$ cat src/rtl/cla_pkg.sv
// Shared definitions for the pipelined carry-lookahead adder.
// Contents:
//   GROUP_W     - width of one CLA group (4 bits)
//   MAX_GROUPS  - maximum number of groups per stage (64-bit operands / 4)
//   nstage_f    - number of carry-resolution stages for a WIDTH/STAGE_GROUPS pair
//   params_ok   - legality test for WIDTH/STAGE_GROUPS, used by the top at elaboration
//   la_carry    - stage-level lookahead carry into group j from group P/G terms
package cla_pkg;

  localparam int GROUP_W    = 4;
  localparam int MAX_GROUPS = 16;

  function automatic int nstage_f(input int width, input int stage_groups);
    return width / (GROUP_W * stage_groups);
  endfunction

  function automatic bit params_ok(input int width, input int stage_groups);
    return (width >= 4) && (width <= 64) && (width % GROUP_W == 0) &&
           (stage_groups >= 1) && ((width / GROUP_W) % stage_groups == 0);
  endfunction

  // Carry into group j of a stage, written as a flat sum of products:
  // c_j = G[j-1] | P[j-1]G[j-2] | ... | P[j-1]..P[0]cin.
  // The loops fully unroll for constant j, so no group-to-group ripple remains.
  function automatic logic la_carry(input logic [MAX_GROUPS-1:0] gp,
                                    input logic [MAX_GROUPS-1:0] gg,
                                    input logic                  cin,
                                    input int                    j);
    logic c;
    logic term;
    c = 1'b0;
    for (int i = -1; i < j; i++) begin
      term = (i < 0) ? cin : gg[i];
      for (int k = i + 1; k < j; k++) begin
        term = term & gp[k];
      end
      c = c | term;
    end
    return c;
  endfunction

endpackage

$ cat src/rtl/cla_pipe_adder_cla4_group.sv
// Combinational 4-bit carry-lookahead group.
// Ports:
//   a, b  - 4-bit operand slices
//   cin   - carry into bit 0 of the group
//   sum   - 4-bit sum slice
//   gp    - group propagate (all four bits propagate)
//   gg    - group generate (group produces a carry independent of cin)
//   co    - carry out of bit 3
module cla4_group (
  input  logic [3:0] a,
  input  logic [3:0] b,
  input  logic       cin,
  output logic [3:0] sum,
  output logic       gp,
  output logic       gg,
  output logic       co
);

  logic [3:0] p;
  logic [3:0] g;
  logic       c1;
  logic       c2;
  logic       c3;

  assign p = a ^ b;
  assign g = a & b;

  // Every internal carry is a two-level AND-OR of P, G and cin.
  assign c1 = g[0] | (p[0] & cin);
  assign c2 = g[1] | (p[1] & g[0]) | (p[1] & p[0] & cin);
  assign c3 = g[2] | (p[2] & g[1]) | (p[2] & p[1] & g[0]) |
              (p[2] & p[1] & p[0] & cin);
  assign co = g[3] | (p[3] & g[2]) | (p[3] & p[2] & g[1]) |
              (p[3] & p[2] & p[1] & g[0]) | (p[3] & p[2] & p[1] & p[0] & cin);

  assign gp = &p;
  assign gg = g[3] | (p[3] & g[2]) | (p[3] & p[2] & g[1]) |
              (p[3] & p[2] & p[1] & g[0]);

  assign sum = p ^ {c3, c2, c1, cin};

endmodule

$ cat src/rtl/cla_pipe_adder.sv
// Pipelined carry-lookahead adder/subtractor with valid/ready handshakes.
// Stage 0 registers the (possibly inverted) operands; each following stage
// resolves STAGE_GROUPS 4-bit groups and registers its sum bits, carry and the
// still-unused upper operand bits. Results appear NSTAGE+1 cycles after input.
// Ports:
//   clk, rst             - clock, asynchronous active-high reset
//   in_valid / in_ready  - input handshake (in_ready = no output stall)
//   a, b, cin, sub       - operands, carry/borrow-in, 0:add 1:subtract
//   out_valid / out_ready- output handshake
//   sum, cout, ovf, zero - registered result and flags
module cla_pipe_adder
  import cla_pkg::*;
#(
  parameter int WIDTH        = 16,
  parameter int STAGE_GROUPS = 2
) (
  input  logic             clk,
  input  logic             rst,
  input  logic             in_valid,
  output logic             in_ready,
  input  logic [WIDTH-1:0] a,
  input  logic [WIDTH-1:0] b,
  input  logic             cin,
  input  logic             sub,
  output logic             out_valid,
  input  logic             out_ready,
  output logic [WIDTH-1:0] sum,
  output logic             cout,
  output logic             ovf,
  output logic             zero
);

  localparam int NSTAGE = nstage_f(WIDTH, STAGE_GROUPS);
  localparam int SL     = GROUP_W * STAGE_GROUPS;  // bits resolved per stage

  if (!params_ok(WIDTH, STAGE_GROUPS)) begin : g_param_check
    $error("cla_pipe_adder: illegal WIDTH=%0d / STAGE_GROUPS=%0d", WIDTH, STAGE_GROUPS);
  end

  // The whole pipeline freezes while a finished result waits downstream.
  logic stall;
  assign stall    = out_valid && !out_ready;
  assign in_ready = !stall;

  genvar gi, gj;

  // Register stages 0..NSTAGE-1. x_reg holds resolved sum bits below LO and
  // operand A above; y_reg holds only the not-yet-consumed upper bits of b_eff.
  for (gi = 0; gi < NSTAGE; gi++) begin : g_st
    localparam int LO  = gi * SL;
    localparam int REM = WIDTH - LO;

    logic [WIDTH-1:0] x_reg;
    logic [WIDTH-1:0] x_next;
    logic [REM-1:0]   y_reg;
    logic [REM-1:0]   y_next;
    logic             c_reg;
    logic             c_next;
    logic             v_reg;
    logic             v_next;

    if (gi == 0) begin : g_src
      assign x_next = a;
      assign y_next = sub ? ~b : b;
      assign c_next = sub ? ~cin : cin;
      assign v_next = in_valid;
    end else begin : g_src
      always_comb begin
        x_next             = g_st[gi-1].x_reg;
        x_next[LO-1 -: SL] = g_cmp[gi].s_v;
      end
      assign y_next = g_st[gi-1].y_reg[REM+SL-1:SL];
      assign c_next = g_cmp[gi].c_out;
      assign v_next = g_st[gi-1].v_reg;
    end

    always_ff @(posedge clk or posedge rst) begin
      if (rst) begin
        v_reg <= 1'b0;
        x_reg <= '0;
        y_reg <= '0;
        c_reg <= 1'b0;
      end else if (!stall) begin
        v_reg <= v_next;
        // Data only moves with a valid token, so bubbles leave it untouched.
        if (v_next) begin
          x_reg <= x_next;
          y_reg <= y_next;
          c_reg <= c_next;
        end
      end
    end
  end

  // Carry-resolution logic for stage gi, fed from register stage gi-1.
  for (gi = 1; gi <= NSTAGE; gi++) begin : g_cmp
    localparam int LO = (gi - 1) * SL;

    logic [SL-1:0]           a_v;
    logic [SL-1:0]           b_v;
    logic [SL-1:0]           s_v;
    logic [STAGE_GROUPS-1:0] gp_v;
    logic [STAGE_GROUPS-1:0] gg_v;
    logic [STAGE_GROUPS-1:0] co_v;
    logic [STAGE_GROUPS-1:0] co_unused;
    logic [STAGE_GROUPS:0]   c_v;
    logic [MAX_GROUPS-1:0]   gp_ext;
    logic [MAX_GROUPS-1:0]   gg_ext;
    logic                    c_out;

    assign a_v = g_st[gi-1].x_reg[LO +: SL];
    assign b_v = g_st[gi-1].y_reg[SL-1:0];

    for (gj = 0; gj < STAGE_GROUPS; gj++) begin : g_grp
      cla4_group u_grp (
        .a   (a_v[gj*GROUP_W +: GROUP_W]),
        .b   (b_v[gj*GROUP_W +: GROUP_W]),
        .cin (c_v[gj]),
        .sum (s_v[gj*GROUP_W +: GROUP_W]),
        .gp  (gp_v[gj]),
        .gg  (gg_v[gj]),
        .co  (co_v[gj])
      );
    end

    // Group carries come from the stage lookahead over gp/gg, never from the
    // neighbouring group's co, so the ripple depth stays within one group.
    always_comb begin
      gp_ext                   = '0;
      gg_ext                   = '0;
      gp_ext[STAGE_GROUPS-1:0] = gp_v;
      gg_ext[STAGE_GROUPS-1:0] = gg_v;
      c_v[0]                   = g_st[gi-1].c_reg;
      for (int j = 1; j <= STAGE_GROUPS; j++) begin
        c_v[j] = la_carry(gp_ext, gg_ext, g_st[gi-1].c_reg, j);
      end
    end

    assign co_unused = co_v;
    assign c_out     = c_v[STAGE_GROUPS];
  end

  // Final stage: top slice of the sum plus all flags, registered together.
  logic [WIDTH-1:0] sum_next;
  logic [SL-1:0]    top_a;
  logic [SL-1:0]    top_b;
  logic [SL-1:0]    top_s;
  logic             cout_next;
  logic             ovf_next;
  logic             v_last;

  assign top_a = g_cmp[NSTAGE].a_v;
  assign top_b = g_cmp[NSTAGE].b_v;
  assign top_s = g_cmp[NSTAGE].s_v;

  always_comb begin
    sum_next                = g_st[NSTAGE-1].x_reg;
    sum_next[WIDTH-1 -: SL] = top_s;
  end

  assign cout_next = g_cmp[NSTAGE].c_out;
  // Carry into the MSB is recovered from its sum bit: s = a ^ b ^ c_in.
  assign ovf_next  = (top_s[SL-1] ^ top_a[SL-1] ^ top_b[SL-1]) ^ cout_next;
  assign v_last    = g_st[NSTAGE-1].v_reg;

  always_ff @(posedge clk or posedge rst) begin
    if (rst) begin
      out_valid <= 1'b0;
      sum       <= '0;
      cout      <= 1'b0;
      ovf       <= 1'b0;
      zero      <= 1'b0;
    end else if (!stall) begin
      out_valid <= v_last;
      if (v_last) begin
        sum  <= sum_next;
        cout <= cout_next;
        ovf  <= ovf_next;
        zero <= (sum_next == '0);
      end
    end
  end

endmodule

$ cat config.mk
export PLATFORM = sky130hd
export DESIGN_NAME = cla_pipe_adder
export DESIGN_NICKNAME = d
export VERILOG_FILES = /design/src/rtl/cla_pkg.sv /design/src/rtl/cla_pipe_adder_cla4_group.sv /design/src/rtl/cla_pipe_adder.sv
export SDC_FILE = /design/constraint.sdc
export NUM_CORES = 1
export LEC_CHECK = 0
export ABC_AREA = 0
export CAP_MARGIN = 20
export CORE_MARGIN = 2
export CORE_UTILIZATION = 50
export CTS_CLUSTER_DIAMETER = 30
export DETAILED_ROUTE_END_ITERATION = 6
export GPL_ROUTABILITY_DRIVEN = 0
export PLACE_DENSITY_LB_ADDON = 0.3
export SETUP_SLACK_MARGIN = 0.15
export SLEW_MARGIN = 20
export SYNTH_ARGS = -nofsm -noshare
export SYNTH_HDL_FRONTEND = slang
export SYNTH_SLANG_ARGS = --single-unit
export TNS_END_PERCENT = 5
$ cat constraint.sdc
create_clock -name clk -period 3.35 [get_ports clk]
set_input_delay 0.335 -clock clk [delete_from_list [all_inputs] [get_ports clk]]
set_output_delay 0.335 -clock clk [all_outputs]
set_load 0.01 [all_outputs]
==> flow_summary.ini, run 1 <==
[status]
status = finished clean

[die]
fp.dieArea_um2 = 8360
placementRows = 31
start_util_pct = 52.14
top_level_ports = 59
fp.dieH_um = 91.44
core_area_um2 = 7331
die_w_um = 91.44

[timing]
min_period_ps = 2784
setup_viol = 0
fin_worst_skew_ps = 8.592
slew_viol_final = 0
rsz0062_at_grt = no
hold_viol = 0
final.setup.tns_ps = 0
max_slew.worst_pin.slew_ps = 921.8
max_freq_mhz = 359.2
fin_crit_sh_pct = 83.11
max-slew-margin-rel_pct = 38.35

[yosys]
syn_inst = 325
synth-seq-cells = 80
ys_seq_area_share_pct = 52.37
ys_warn_count = 0
netlist_area_um2 = 3822
synth.avg_cell_area_um2 = 11.76
ys_types = 38
synthesis.nets = 383

[global_route]
grt_start_max_net_pins = 81
grt_pass1_vias = 2523
gr-total-overflow = 0
grt_use_total_pct = 18.32
antenna_found_initial = 0
grt_first_pass_wirelength_mm = 12.01

[clock_network]
numCtsBuffers = 9
postCtsSetupBuffers = 0
htreeDepth = 3
tritoncts = built
clock_latency_ps = 350
cts_root_buf = clkbuf_8
cts_hold_buf = 0
clk_pin_slew_ps = 80
ctsResizeCount = 0
clock_path_buffers = 2
clock_sinks = 80

[cells_and_area]
register_area_um2 = 2002
syn2layout_area_growth_pct = 23.73
final_common_cell = dfrtp_1
instances_no_fill = 488
nNetsFinal = 442
layout_common_cells = dfrtp_1, clkdlybuf4s50_1, mux2_2
antenna_cells = 0
layout-drive-gt1-share_pct = 17.99
num-fill-cells = 568
multiInputGateArea_um2 = 1709
largest_reg_flops = 32

[route]
dr.pass1.iters = 4
viasPerCell = 5.111
vias = 2494
ant_nets = 0
drt-initial-drc-count = 110
wl_per_cell_um = 14.16
wl_mm = 6.910
drc = 0

[power]
ir_worst_vdd_mv = 0.3509
power.leakage_nw = 2.064
power_density_nw_per_um2 = 940.3

[run]
maxCapViolations = 0

[worst_setup_path]
end_kind = register
critPathKind = register to register
path_max_fanout = 3
r2r_cells = 9
critPathLaunchType = register
worstPathRequired_ps = 3610
critPathArrivalTime_ps = 3040

[place]
placed_cells = 472
place_hpwl_mm = 5.080
io_buffers = 58

[min_path]
holdPathStages = 2
hold_class = register to register
==> cells in the mapped netlist <==
master     instances  area, µm²
a211oi_1           2      15.01
o221ai_1           1      8.760
and3_2             1      7.510
o21ai_2            1      8.760
a211oi_2           1      12.51
fa_1               4      80.08
nand4b_1           1      8.760
or2_2              1      6.260
o31ai_1            1      7.510
and4_2             1      10.01
nor3_1             4      20.02
o21a_1             2      15.01
a21oi_1            9      45.04
nand3_1            4      20.02
o21ai_0           32      160.2
buf_2              8      40.04
nand2_1           36      135.1
nand2_2            1      6.260
o211ai_1           2      15.01
inv_1             12      45.04
nand2b_1           5      31.28
dfrtp_1           80       2002
xnor2_1           21      183.9
ha_1              16      200.2
xor2_1             9      78.83
o211a_4            1      17.52
mux2_2            44      495.5
a21o_1             4      30.03
nor2_1             8      30.03
a22oi_1            1      7.510
nand3b_1           1      7.510
nor4_1             2      12.51
a31oi_1            1      6.260
or4b_1             1      10.01
clkbuf_1           4      15.01
o2111ai_1          1      8.760
buf_6              1      11.26
o21bai_1           1      7.510
==> worst paths after layout <==
kind | slack [ps] | endpoint | from
max | 570 | zero | g_cmp[2].b_v[1]
max in group asynchronous | 2390 | g_st[0].x_reg[4] | rst
min in group asynchronous | 490 | g_st[1].x_reg[0] | rst
max reg2reg | 570 | zero | g_cmp[2].b_v[1]
min reg2reg | 480 | g_st[0].y_reg[15] | g_st[0].y_reg[15]
min | 480 | g_st[0].y_reg[15] | g_st[0].y_reg[15]
==> worst max-delay path, cell delays in order (launching register included) <==
cell	delay, ps
dfrtp_1	390
ha_1	340
o21ai_0	150
o21bai_1	230
a21oi_1	130
fa_1	530
or4b_1	440
nor4_1	190
nand3_1	110
o31ai_1	200
==> per-stage QoR <==
stage                     total power, mW  util, %  setup WS, ps  hold slack (ps)  instance area (µm²)
after detailed placement            3.621    61.15         594.9            471.8                 4483
after floorplan                     2.967        -         798.6            446.0                 3822
after global placement              3.515    61.15         700.1            464.8                 4483
after CTS                           4.487    64.46         568.0            490.6                 4726
after global routing                4.805    64.52         380.4            522.4                 4730
final                               4.447    64.52         565.8            479.6                 4730
==> per-layer routing <==
layer / track usage, % / wire [µm] / up-vias / share of wire (%)
met2: 28.06 / 3249 / 53 / 47
met1: 25.50 / 3246 / 1187 / 47
li1: - / - / 1245 / -
met4: 8.712 / 116 / 0 / 1.7
met5: 0 / 0 / - / 0
met3: 2.988 / 297 / 9 / 4.3
==> final cells by class <==
class,instances,share of cell area (%)
flip-flops and latches,80,42.33
multi-input cells,220,36.14
repair buffers,61,12.83
clock buffers,10,2.698
well taps,99,2.619
clock inverters,6,2.434
inverters,12,0.9524
==> cells by family (layout without fill, tap and decap cells) <==
| logic type | Yosys count | in the layout | share of synthesized area, % |
|---|---|---|---|
| compound gates | 60 | 60 | 9.558 |
| fa+ha+maj | 20 | 20 | 7.332 |
| buf+inv | 25 | 89 | 2.913 |
| simple gates | 66 | 66 | 7.987 |
| flops | 80 | 80 | 52.37 |
| mux | 44 | 44 | 12.96 |
| xor+xnor | 30 | 30 | 6.874 |
==> power by group <==
part	switching, mW	total (mW)	internal [mW]	leakage [nW]
clock network	0.355	0.854	0.499	0.117
logic	0.982	1.99	1.01	0.986
registers	0.254	1.60	1.34	0.961
(Power assumes the default switching activity.)
==> run 2, diff against run 1 <==
clock period = 2.67 ns   (was 3.35 ns; I/O delays follow)
==> run 2 against run 1 <==
Clock skew is 2.2 ps lower. Utilization is 2.0 points higher. Combinational power increased by 36%. Sequential share of layout area decreased by 1.3 points. Hold slack lost 170 ps. Die area unchanged. Setup slack worse by 460 ps. Wire length up 4.5%. Clock power rose by 37%. Largest cell class unchanged. Count of clock-buffer cells in the layout is the same. Non-clock buffer count grew 7. Largest power group unchanged.
==> flow_summary.ini, run 2 (synthesized netlist as in run 1, its figures left out) <==
[die]
fp.dieArea_um2 = 8360
fp.dieH_um = 91.44
die_w_um = 91.44
core_area_um2 = 7331
placementRows = 31
start_util_pct = 52.14
top_level_ports = 59

[power]
power.leakage_nw = 2.123
ir_worst_vdd_mv = 0.4884
total_power_mw = 5.901
power_density_nw_per_um2 = 1211

[place]
pre_cts_ws_ps = 1.881
placed_area_um2 = 4541
io_buffers = 58
placed_cells = 478
place_hpwl_mm = 5.304

[global_route]
grt_use_total_pct = 18.77
gr-total-overflow = 0
grt_start_max_net_pins = 53
antenna_found_initial = 0
grt_pass1_vias = 2566
grt_first_pass_wirelength_mm = 12.32

[clock_network]
cts_root_buf = clkbuf_8
clock_path_buffers = 2
tritoncts = built
clk_pin_slew_ps = 80
clock_latency_ps = 350
numCtsBuffers = 9
htreeDepth = 3
clock_sinks = 80
cts_hold_buf = 0

[route]
ant_nets = 0
drt-initial-drc-count = 97
wl_per_cell_um = 14.61
viasPerCell = 5.174
dr.pass1.iters = 4
vias = 2556
drc = 0
wl_mm = 7.218

[timing]
slew_viol_final = 0
min_period_ps = 2562
fin_worst_skew_ps = 6.362
rsz0062_at_grt = yes
fin_crit_sh_pct = 95.97
final.setup.tns_ps = 0
max_freq_mhz = 390.3
setup_viol = 0
max-slew-margin-rel_pct = 58.17
hold_viol = 0
whs_ps = 314.3
max_slew.worst_pin.slew_ps = 626.5
finalWorstSetupSlack_ps = 107.6

[cells_and_area]
final_common_cell = dfrtp_1
fin_util_pct = 66.50
syn2layout_area_growth_pct = 27.53
antenna_cells = 0
largest_reg_flops = 32
nNetsFinal = 449
fin_area_um2 = 4875
layout_common_cells = dfrtp_1, clkdlybuf4s50_1, mux2_2
layout-drive-gt1-share_pct = 21.52
instances_no_fill = 494

[worst_setup_path]
max_stage_delay_ps = 510
path_cells = ha_4 > a211oi_2 > o21bai_2 > a21oi_2 > fa_1 > or4b_1 > nor4_2 > nand3_1 > o31ai_2
reg2reg_to = zero
rrSetupSlack_ps = 110
critPathArrivalTime_ps = 2830
slowest_stage = fa_1
timing.rr.start = g_st[1].x_reg[8]
worstPathRequired_ps = 2940
r2r_cells = 9
critPathKind = register to register
end_kind = register
critPathLaunchType = register
path_max_fanout = 3

[status]
status = finished clean

[min_path]
hold_class = input pin to async pin

[run]
maxCapViolations = 0
[run 2: cell types whose count changed in the layout (fill, tap and decap cells not counted), sizes merged]
cell      delta
buf          +7
bufinv       +1
clkinvlp     -1
inv          -1
[run 2: how the worst max path moves through the flow]
stage / from / end / slack, ps / cells after the start
2_1_floorplan: g_cmp[2].b_v[1] / zero / 140 / 9
3_3_place_gp: g_cmp[2].b_v[2] / zero / 110 / 9
3_5_place_dp: g_cmp[2].b_v[1] / zero / 2 / 9
4_1_cts: g_st[1].x_reg[8] / zero / 50 / 9
5_1_grt: g_st[1].x_reg[8] / zero / -20 / 9
6_report: g_st[1].x_reg[8] / zero / 110 / 9
[run 2: layout make-up]
class	instances	area, µm²
clock inverters	5	128.9
inverters	12	45.04
flip-flops and latches	80	2002
multi-input cells	220	1769
well taps	99	123.9
fillers	534	2456
repair buffers	68	668.1
clock buffers	10	137.6
[run 2: where the power goes]
| part | switching [mW] | internal [mW] | leakage, nW |
|---|---|---|---|
| logic | 1.31 | 1.40 | 1.03 |
| registers | 0.342 | 1.69 | 0.961 |
| clock network | 0.428 | 0.738 | 0.133 |
[run 2: repair_timing]
action                                  4_1_cts  5_1_grt
pin swaps                                     2        1
hold endpoints to repair                      0        0
endpoints found under the setup margin        1        1
gates resized for setup                       2        6
setup buffers                                 0        1
[run 2: critical path, delay by kind of cell (launching register included)]
family / cells / cell delay (ps)
adders and majority gates: 2 / 810
AOI/OAI and AO/OA: 4 / 510
DFF: 1 / 430
and+or+nand+nor: 3 / 720
[run 2: routing by layer]
| metal | GRT usage (%) | wire length (µm) |
|---|---|---|
| met1 | 25.40 | 3422 |
| met2 | 29.72 | 3404 |
| met5 | 0 | 0 |
| met3 | 3.071 | 237 |
| met4 | 8.586 | 153 |
